`config.mk`:
```
export PLATFORM = sky130hd
export DESIGN_NAME = palette_fade_lut
export DESIGN_NICKNAME = d
export VERILOG_FILES = /design/src/rtl/palette_fade_lut.sv
export SDC_FILE = /design/constraint.sdc
export NUM_CORES = 1
export LEC_CHECK = 0
export BUFFER_PORTS_ARGS = -buffer_cell sky130_fd_sc_hd__buf_2
export CORE_UTILIZATION = 42
export CTS_BUF_LIST = sky130_fd_sc_hd__clkbuf_16
export CTS_CLUSTER_SIZE = 24
export DETAILED_ROUTE_END_ITERATION = 12
export PLACE_DENSITY = 0.6
export SLEW_MARGIN = 10
export SYNTH_ARGS = -nofsm -noshare
export SYNTH_HDL_FRONTEND = slang
export SYNTH_SLANG_ARGS = --single-unit
export TNS_END_PERCENT = 100
```
`constraint.sdc`:
```
create_clock -name Clk -period 4.7 [get_ports Clk]
set_clock_uncertainty 0.15 [all_clocks]
set_input_delay 0 -clock Clk [delete_from_list [all_inputs] [get_ports Clk]]
set_output_delay 0 -clock Clk [all_outputs]
set_load 0.02 [all_outputs]
```
`src/rtl/palette_fade_lut.sv`:
```
// palette_fade_lut: run-time-writable colour palette with a frame-synchronous
// brightness fade engine. Pixel index -> {r,g,b} through a 2-stage pipeline.
// Optional feature macro: PALETTE_DOUBLE_BUF_EN (active/shadow banks with
// vsync-aligned swap). Default build is a single bank with swap_i ignored.
module palette_fade_lut #(
   parameter int unsigned IDX_W    = 5,
   parameter int unsigned CH_W     = 4,
   parameter int unsigned BRIGHT_W = 4,
   parameter logic [(2**IDX_W)*3*CH_W-1:0] INIT_PALETTE = '0
) (
   input  logic                  Clk,
   input  logic                  Reset_n,
   input  logic                  pix_valid_i,
   input  logic [IDX_W-1:0]      pix_index_i,
   input  logic                  vsync_i,
   input  logic                  wr_valid_i,
   output logic                  wr_ready_o,
   input  logic [IDX_W-1:0]      wr_index_i,
   input  logic [3*CH_W-1:0]     wr_color_i,
   input  logic                  swap_i,
   input  logic                  fade_start_i,
   input  logic                  fade_dir_i,
   input  logic [3:0]            fade_rate_i,
   output logic [CH_W-1:0]       red_o,
   output logic [CH_W-1:0]       green_o,
   output logic [CH_W-1:0]       blue_o,
   output logic                  pix_valid_o,
   output logic                  fade_busy_o,
   output logic [BRIGHT_W:0]     brightness_o
);

   localparam int unsigned DEPTH = 2**IDX_W;
   localparam int unsigned COL_W = 3*CH_W;
   localparam int unsigned BR_W  = BRIGHT_W + 1;
   localparam logic [BR_W-1:0] BR_FULL = {1'b1, {BRIGHT_W{1'b0}}};
   localparam logic [BR_W-1:0] BR_ONE  = {{BRIGHT_W{1'b0}}, 1'b1};

   typedef enum logic [1:0] {ST_IDLE, ST_WAIT, ST_STEP} fade_state_e;

   // (c * b) >> BRIGHT_W in a CH_W+BRIGHT_W+1 bit product, truncated to CH_W
   function automatic logic [CH_W-1:0] scale(input logic [CH_W-1:0] c,
                                             input logic [BR_W-1:0] b);
      return CH_W'(({{BR_W{1'b0}}, c} * {{CH_W{1'b0}}, b}) >> BRIGHT_W);
   endfunction

   // fade engine state
   fade_state_e     state_q, state_d;
   logic [BR_W-1:0] bright_q, bright_d;
   logic            dir_q, dir_d;
   logic [3:0]      rate_q, rate_d;
   logic [3:0]      cnt_q, cnt_d;
   logic            busy_q, busy_d;
   logic            wr_ready_q, wr_ready_d;

   // read pipeline state
   logic [COL_W-1:0] s1_color_q, s1_color_d;
   logic [BR_W-1:0]  s1_bright_q, s1_bright_d;
   logic             s1_valid_q, s1_valid_d;
   logic [CH_W-1:0]  red_q, red_d, green_q, green_d, blue_q, blue_d;
   logic             valid2_q, valid2_d;

   logic             wr_fire;
   logic [COL_W-1:0] rd_color;
   logic [BR_W-1:0]  start_target, target, bright_step;
   logic [3:0]       cnt_inc;

   assign wr_fire = wr_valid_i & wr_ready_q;

`ifdef PALETTE_DOUBLE_BUF_EN
   logic [COL_W-1:0] bank0_q [DEPTH];
   logic [COL_W-1:0] bank0_d [DEPTH];
   logic [COL_W-1:0] bank1_q [DEPTH];
   logic [COL_W-1:0] bank1_d [DEPTH];
   logic             active_q, active_d;
   logic             armed_q, armed_d;
   logic             copy_q, copy_d;
   logic [IDX_W-1:0] copy_idx_q, copy_idx_d;

   assign rd_color = active_q ? bank1_q[pix_index_i] : bank0_q[pix_index_i];

   // swap arming, vsync-aligned role exchange and shadow refresh sequencing
   always_comb begin
      active_d   = active_q;
      armed_d    = armed_q;
      copy_d     = copy_q;
      copy_idx_d = copy_idx_q;
      if (copy_q) begin
         copy_idx_d = copy_idx_q + 1'b1;
         if (copy_idx_q == '1) begin
            copy_d = 1'b0;
         end
      end else if (armed_q) begin
         if (vsync_i) begin
            active_d   = ~active_q;
            armed_d    = 1'b0;
            copy_d     = 1'b1;
            copy_idx_d = '0;
         end
      end else if (swap_i) begin
         armed_d = 1'b1;
      end
   end

   // shadow bank takes writes and, after a swap, one copied entry per cycle
   always_comb begin
      bank0_d = bank0_q;
      bank1_d = bank1_q;
      if (wr_fire) begin
         if (active_q) bank0_d[wr_index_i] = wr_color_i;
         else          bank1_d[wr_index_i] = wr_color_i;
      end
      if (copy_q) begin
         if (active_q) bank0_d[copy_idx_q] = bank1_q[copy_idx_q];
         else          bank1_d[copy_idx_q] = bank0_q[copy_idx_q];
      end
   end

   // bank storage and swap control registers
   always_ff @(posedge Clk) begin
      if (!Reset_n) begin
         for (int unsigned i = 0; i < DEPTH; i++) begin
            bank0_q[i] <= INIT_PALETTE[i*COL_W +: COL_W];
            bank1_q[i] <= INIT_PALETTE[i*COL_W +: COL_W];
         end
         active_q   <= 1'b0;
         armed_q    <= 1'b0;
         copy_q     <= 1'b0;
         copy_idx_q <= '0;
      end else begin
         bank0_q    <= bank0_d;
         bank1_q    <= bank1_d;
         active_q   <= active_d;
         armed_q    <= armed_d;
         copy_q     <= copy_d;
         copy_idx_q <= copy_idx_d;
      end
   end

   assign wr_ready_d = ~busy_d & ~armed_d & ~copy_d;
`else
   logic [COL_W-1:0] mem_q [DEPTH];
   logic [COL_W-1:0] mem_d [DEPTH];
   logic             unused_swap;

   assign unused_swap = swap_i;
   assign rd_color    = mem_q[pix_index_i];

   // apply an accepted write; reads in the same cycle still see mem_q
   always_comb begin
      mem_d = mem_q;
      if (wr_fire) begin
         mem_d[wr_index_i] = wr_color_i;
      end
   end

   // palette storage
   always_ff @(posedge Clk) begin
      if (!Reset_n) begin
         for (int unsigned i = 0; i < DEPTH; i++) begin
            mem_q[i] <= INIT_PALETTE[i*COL_W +: COL_W];
         end
      end else begin
         mem_q <= mem_d;
      end
   end

   assign wr_ready_d = ~busy_d;
`endif

   // fade FSM next-state: IDLE -> WAIT (count vsyncs) -> STEP (one brightness step)
   always_comb begin
      state_d      = state_q;
      bright_d     = bright_q;
      dir_d        = dir_q;
      rate_d       = rate_q;
      cnt_d        = cnt_q;
      busy_d       = busy_q;
      start_target = fade_dir_i ? BR_FULL : '0;
      target       = dir_q ? BR_FULL : '0;
      bright_step  = dir_q ? (bright_q + BR_ONE) : (bright_q - BR_ONE);
      cnt_inc      = cnt_q + 4'd1;
      case (state_q)
         ST_IDLE: begin
            if (fade_start_i) begin
               dir_d  = fade_dir_i;
               rate_d = (fade_rate_i == 4'd0) ? 4'd1 : fade_rate_i;
               if (bright_q != start_target) begin
                  state_d = ST_WAIT;
                  cnt_d   = '0;
                  busy_d  = 1'b1;
               end
            end
         end
         ST_WAIT: begin
            if (vsync_i) begin
               cnt_d = cnt_inc;
               if (cnt_inc == rate_q) begin
                  state_d = ST_STEP;
               end
            end
         end
         ST_STEP: begin
            cnt_d    = '0;
            bright_d = bright_step;
            if (bright_step == target) begin
               state_d = ST_IDLE;
               busy_d  = 1'b0;
            end else begin
               state_d = ST_WAIT;
            end
         end
         default: begin
            state_d = ST_IDLE;
            busy_d  = 1'b0;
         end
      endcase
   end

   // read pipeline next-state: stage 1 samples entry/brightness, stage 2 scales
   always_comb begin
      s1_color_d  = rd_color;
      s1_bright_d = bright_q;
      s1_valid_d  = pix_valid_i;
      valid2_d    = s1_valid_q;
      red_d       = red_q;
      green_d     = green_q;
      blue_d      = blue_q;
      if (s1_valid_q) begin
         red_d   = scale(s1_color_q[2*CH_W +: CH_W], s1_bright_q);
         green_d = scale(s1_color_q[CH_W   +: CH_W], s1_bright_q);
         blue_d  = scale(s1_color_q[0      +: CH_W], s1_bright_q);
      end
   end

   // fade and pipeline registers
   always_ff @(posedge Clk) begin
      if (!Reset_n) begin
         state_q     <= ST_IDLE;
         bright_q    <= BR_FULL;
         dir_q       <= 1'b0;
         rate_q      <= 4'd1;
         cnt_q       <= '0;
         busy_q      <= 1'b0;
         wr_ready_q  <= 1'b0;
         s1_color_q  <= '0;
         s1_bright_q <= '0;
         s1_valid_q  <= 1'b0;
         red_q       <= '0;
         green_q     <= '0;
         blue_q      <= '0;
         valid2_q    <= 1'b0;
      end else begin
         state_q     <= state_d;
         bright_q    <= bright_d;
         dir_q       <= dir_d;
         rate_q      <= rate_d;
         cnt_q       <= cnt_d;
         busy_q      <= busy_d;
         wr_ready_q  <= wr_ready_d;
         s1_color_q  <= s1_color_d;
         s1_bright_q <= s1_bright_d;
         s1_valid_q  <= s1_valid_d;
         red_q       <= red_d;
         green_q     <= green_d;
         blue_q      <= blue_d;
         valid2_q    <= valid2_d;
      end
   end

   assign wr_ready_o   = wr_ready_q;
   assign red_o        = red_q;
   assign green_o      = green_q;
   assign blue_o       = blue_q;
   assign pix_valid_o  = valid2_q;
   assign fade_busy_o  = busy_q;
   assign brightness_o = bright_q;

endmodule

```
==> report_table.html <==
<table>
<tr><th>Metric</th><th>Value</th></tr>
<tr><th colspan="2">Worst setup path</th></tr>
<tr><td>CP max stage cell</td><td>dlygate4sd3_1</td></tr>
<tr><td>Data arrival, critical path</td><td>between 3 and 4 ns</td></tr>
<tr><td>Critical Path Source Type</td><td>flip-flop</td></tr>
<tr><td>Cell family contributing the most delay on the critical path</td><td>buffers and inverters</td></tr>
<tr><td>Maximum net fanout on the critical path</td><td>18</td></tr>
<tr><td>Endpoint class of the critical path</td><td>flip-flop</td></tr>
<tr><td>Cell-by-cell listing of the critical path</td><td>nand3_1 &gt; nor2_4 &gt; dlygate4sd3_1 &gt; nand3_1 &gt; dlygate4sd3_1 &gt; a21boi_1</td></tr>
<tr><td>Required time of the critical path</td><td>5.06 ns</td></tr>
<tr><td>Worst path buffer plus inverter count</td><td>2</td></tr>
<tr><td>Cell count of the worst reg-to-reg path</td><td>6</td></tr>
<tr><td>Crit-path max cell delay</td><td>around 1.3 ns</td></tr>
<tr><td>Number of logic stages on the critical path including buffering</td><td>6</td></tr>
<tr><td>Startpoint-to-endpoint class of the critical path</td><td>reg -&gt; reg</td></tr>
<tr><th colspan="2">Floorplan</th></tr>
<tr><td>I/O pin total</td><td>54</td></tr>
<tr><td>Initial standard-cell utilization of the core</td><td>0.427</td></tr>
<tr><td>Placement Rows</td><td>81</td></tr>
<tr><td>Die Outline Area</td><td>0.0508 mm²</td></tr>
<tr><td>Die Y-Extent</td><td>225 µm</td></tr>
<tr><td>Standard cell core area</td><td>between 0.04 and 0.05 mm²</td></tr>
<tr><td>X dimension of the die</td><td>approximately 230 µm</td></tr>
<tr><th colspan="2">CTS</th></tr>
<tr><td>Clock Pin Slew Worst Setup and Hold Paths</td><td>about 0.06 ns</td></tr>
<tr><td>Quantity of gates resized following cts</td><td>0</td></tr>
<tr><td>Number of post-CTS setup repair buffers</td><td>0</td></tr>
<tr><td>Clock sink total</td><td>433</td></tr>
<tr><td>Inserted Clock Buffers</td><td>47</td></tr>
<tr><td>Bufs on Longest Clock Path</td><td>3</td></tr>
<tr><td>CTS tree</td><td>built</td></tr>
<tr><td>Number of buffers inserted by hold repair at cts</td><td>just over 40</td></tr>
<tr><td>Clock latency of the later-clocked register in the worst-skew pair</td><td>0.58 ns</td></tr>
<tr><td>H-tree levels</td><td>2</td></tr>
<tr><td>Root buf cell</td><td>clkbuf_16</td></tr>
<tr><th colspan="2">Synth</th></tr>
<tr><td>Synth warn</td><td>0</td></tr>
<tr><td>Post-synthesis net count</td><td>2167</td></tr>
<tr><td>FFs w/ async S/R, synth</td><td>0</td></tr>
<tr><td>Main combinational cell family by area after synthesis</td><td>multiplexers</td></tr>
<tr><td>Synth Area in Simple Gates</td><td>0.184</td></tr>
<tr><td>Cell count after synthesis</td><td>about 2.1k</td></tr>
<tr><td>Count of state elements after synthesis</td><td>about 430</td></tr>
<tr><td>Share of the synthesized netlist area taken by xor and xnor gates</td><td>0.00919</td></tr>
<tr><td>Fraction of the mapped netlist area in adder cells</td><td>0.0344</td></tr>
<tr><td>Count of flip-flops with a built-in enable after synthesis</td><td>0</td></tr>
<tr><td>Cell area after synthesis</td><td>around 0.021 mm²</td></tr>
<tr><td>Compound-cell area share of the yosys netlist</td><td>0.0951</td></tr>
<tr><td>Sequential area share after synthesis</td><td>0.413</td></tr>
<tr><td>Most used DFF post-synth</td><td>dfxtp_1</td></tr>
<tr><td>Average size of a mapped cell</td><td>slightly above 10 µm²</td></tr>
<tr><td>Multiplexer fraction of the synthesized cell area</td><td>0.219</td></tr>
<tr><td>Netlist cell types</td><td>slightly above 50</td></tr>
<tr><th colspan="2">Route</th></tr>
<tr><td>Uppermost signal routing layer after detailed routing</td><td>met4</td></tr>
<tr><td>Number of vias in the routed layout</td><td>about 15k</td></tr>
<tr><td>DRC errors left</td><td>0</td></tr>
<tr><td>Final wirelength</td><td>~57000 µm</td></tr>
<tr><td>Final routed wire length divided by cell count</td><td>around 20 µm</td></tr>
<tr><td>Routed wire length on met2</td><td>~27000 µm</td></tr>
<tr><td>DRT antenna net count</td><td>0</td></tr>
<tr><td>Iteration-0 DRC count of the detailed router</td><td>between 1k and 1.5k</td></tr>
<tr><td>Met3 wirelength from detailed routing</td><td>3310 µm</td></tr>
<tr><td>Vias per Instance</td><td>approximately 5.5</td></tr>
<tr><td>Wire length on met1</td><td>roughly 25000 µm</td></tr>
<tr><td>First drt pass iteration count</td><td>5</td></tr>
<tr><th colspan="2">Cells and area</th></tr>
<tr><td>Multi-input combinational cell area</td><td>approximately 0.011 mm²</td></tr>
<tr><td>Nets</td><td>between 2k and 2.5k</td></tr>
<tr><td>Fraction of layout instances using a drive strength above 1</td><td>0.125</td></tr>
<tr><td>Layout overhead on the synthesized area</td><td>11.5%</td></tr>
<tr><td>Utilization of the core after routing</td><td>0.477</td></tr>
<tr><td>Flip-flop and latch area</td><td>0.00867 mm²</td></tr>
<tr><td>Most common library cell in the layout ignoring fill and taps</td><td>dfxtp_1</td></tr>
<tr><td>Commonest cells after routing, fill and taps aside</td><td>433 x dfxtp_1, 298 x nand2_1, 215 x mux2i_1, 208 x nor2b_1, 155 x nand3_1</td></tr>
<tr><td>Count of non-filler cells in the finished layout</td><td>2768</td></tr>
<tr><td>Filler instances</td><td>roughly 4.6k</td></tr>
<tr><td>Number of antenna diodes</td><td>0</td></tr>
<tr><th colspan="2">Timing</th></tr>
<tr><td>Setup repair after global routing missed its margin</td><td>no</td></tr>
<tr><td>Final Cycle Share</td><td>0.735</td></tr>
<tr><td>Final setup vio count</td><td>0</td></tr>
<tr><td>Number of hold violations in the final report</td><td>0</td></tr>
<tr><td>Pin slew with the least headroom to its limit</td><td>1.16 ns</td></tr>
<tr><td>Setup tns final</td><td>0 ns</td></tr>
<tr><td>Hold Worst Slack</td><td>between 0.03 and 0.04 ns</td></tr>
<tr><td>Post-route minimum period</td><td>roughly 3.5 ns</td></tr>
<tr><td>Slack of the critical path</td><td>1.25 ns</td></tr>
<tr><td>Slew Limit Fails</td><td>0</td></tr>
<tr><td>Slew margin rel.</td><td>0.224</td></tr>
<tr><td>Max Clock Freq</td><td>~0.29 GHz</td></tr>
<tr><th colspan="2">Worst hold path</th></tr>
<tr><td>Number of cells on the worst hold path</td><td>5</td></tr>
<tr><td>Hold Crit Class</td><td>in -&gt; reg</td></tr>
<tr><th colspan="2">Job</th></tr>
<tr><td>Max-cap violation count</td><td>0</td></tr>
<tr><th colspan="2">Place</th></tr>
<tr><td>Weighted congestion at the end of routability-driven global placement</td><td>0.811</td></tr>
<tr><td>Number of port buffers</td><td>52</td></tr>
<tr><td>Total placed cells including tap cells</td><td>2646</td></tr>
<tr><td>DP Worst Slack</td><td>between 1.5 and 2 ns</td></tr>
<tr><td>DP Wirelength</td><td>roughly 34000 µm</td></tr>
<tr><th colspan="2">Power and ir drop</th></tr>
<tr><td>Power per Cell Area</td><td>331 mW/mm²</td></tr>
<tr><td>Lkg Pwr</td><td>slightly below 0.008 µW</td></tr>
<tr><td>Peak supply drop</td><td>328 µV</td></tr>
<tr><th colspan="2">Global routing</th></tr>
<tr><td>Number of antenna violations at the first check in global routing</td><td>0</td></tr>
<tr><td>Global-route wire length before repair</td><td>around 89000 µm</td></tr>
<tr><td>Aggregate global routing overflow</td><td>0</td></tr>
<tr><td>Maximum number of pins on one net before global-route repair</td><td>~140</td></tr>
<tr><td>Global router's overall resource usage</td><td>0.227</td></tr>
<tr><td>Vias in the first global route</td><td>about 16k</td></tr>
<tr><th colspan="2">Status</th></tr>
<tr><td>Run status</td><td>complete, no violations</td></tr>
</table>
==> worst paths after layout <==
path	startpoint	to	slack (ns)
worst min register to register	mem_q[295]	mem_q[295]	0.30
worst min-delay path	wr_index_i[4]	mem_q[306]	0.04
worst max-delay path	wr_ready_o	mem_q[170]	1.25
worst max register to register	wr_ready_o	mem_q[170]	1.25
==> sequential cells by signal, indices dropped and copies added (netlist names) <==
signal        cells
s1_valid_q        1
blue_o            4
s1_bright_q       5
wr_ready_o        1
mem_q           384
pix_valid_o       1
rate_q            4
green_o           4
cnt_q             4
s1_color_q       12
state_q           2
fade_busy_o       1
brightness_o      5
dir_q             1
red_o             4
==> through the flow <==
step	power [µW]	instance area (µm²)
after floorplan	4140	21000
after global placement	4290	21600
after detailed placement	4290	21600
after CTS	7800	23400
after global routing	7990	23400
final	7740	23400
==> cell type report <==
| cell class | count | area share |
|---|---|---|
| Clock buffer | 49 | 0.0524 |
| Multi-Input combinational cell | 1432 | 0.487 |
| Inverter | 32 | 0.00514 |
| Sequential cell | 433 | 0.371 |
| Timing Repair Buffer | 126 | 0.0410 |
| Tap cell | 664 | 0.0355 |
| Clock inverter | 32 | 0.00808 |
==> layer usage <==
layer | GRT usage | vias up
met1 | 0.299 | 7606
li1 | - | 7222
met5 | 0 | -
met2 | 0.374 | 372
met3 | 0.0413 | 92
met4 | 0.0746 | 0
==> cells in the mapped netlist (all sizes together) (4+ instances only) <==
cell,instances,area [µm²]
clkbuf,129,484
nand3,155,776
xor2,12,105
nor4b,4,35.0
a221oi,12,124
dfxtp,433,8670
o21ai,14,70.1
buf,59,342
xnor2,10,87.6
nand4,7,43.8
fa,16,320
nand2,298,1120
inv,21,78.8
o211ai,4,30.0
mux4,108,2440
nor2b,208,1300
nand3b,9,67.6
nand2b,6,37.5
o221ai,12,105
mux2i,215,2150
ha,32,400
and2,36,225
nor3,7,40.0
nor3b,6,45.0
a21oi,10,50.1
nor2,28,105
clkinv,11,41.3
o21a,4,30.0
or3,5,31.3
a21boi,193,1450
==> worst min-delay path, delay by kind of cell <==
family	cells	cell delay [ns]
simple gates	2	0.20
compound gates	1	0.06
buf+inv	2	0.44
==> logic make-up after synthesis <==
kind of cell / count (synthesis)
fa+ha+maj: 48
simple gates: 773
flops: 433
compound gates: 266
mux: 323
buf+inv: 220
xor+xnor: 22
==> power by group <==
| part | total (µW) | leakage (µW) | switching, µW | internal (µW) |
|---|---|---|---|---|
| Clock | 3500 | 0.000737 | 1520 | 1980 |
| Sequential | 3730 | 0.00349 | 30.1 | 3700 |
| Combinational | 514 | 0.00363 | 315 | 199 |
No activity file was read; power rests on OpenSTA's default activity.
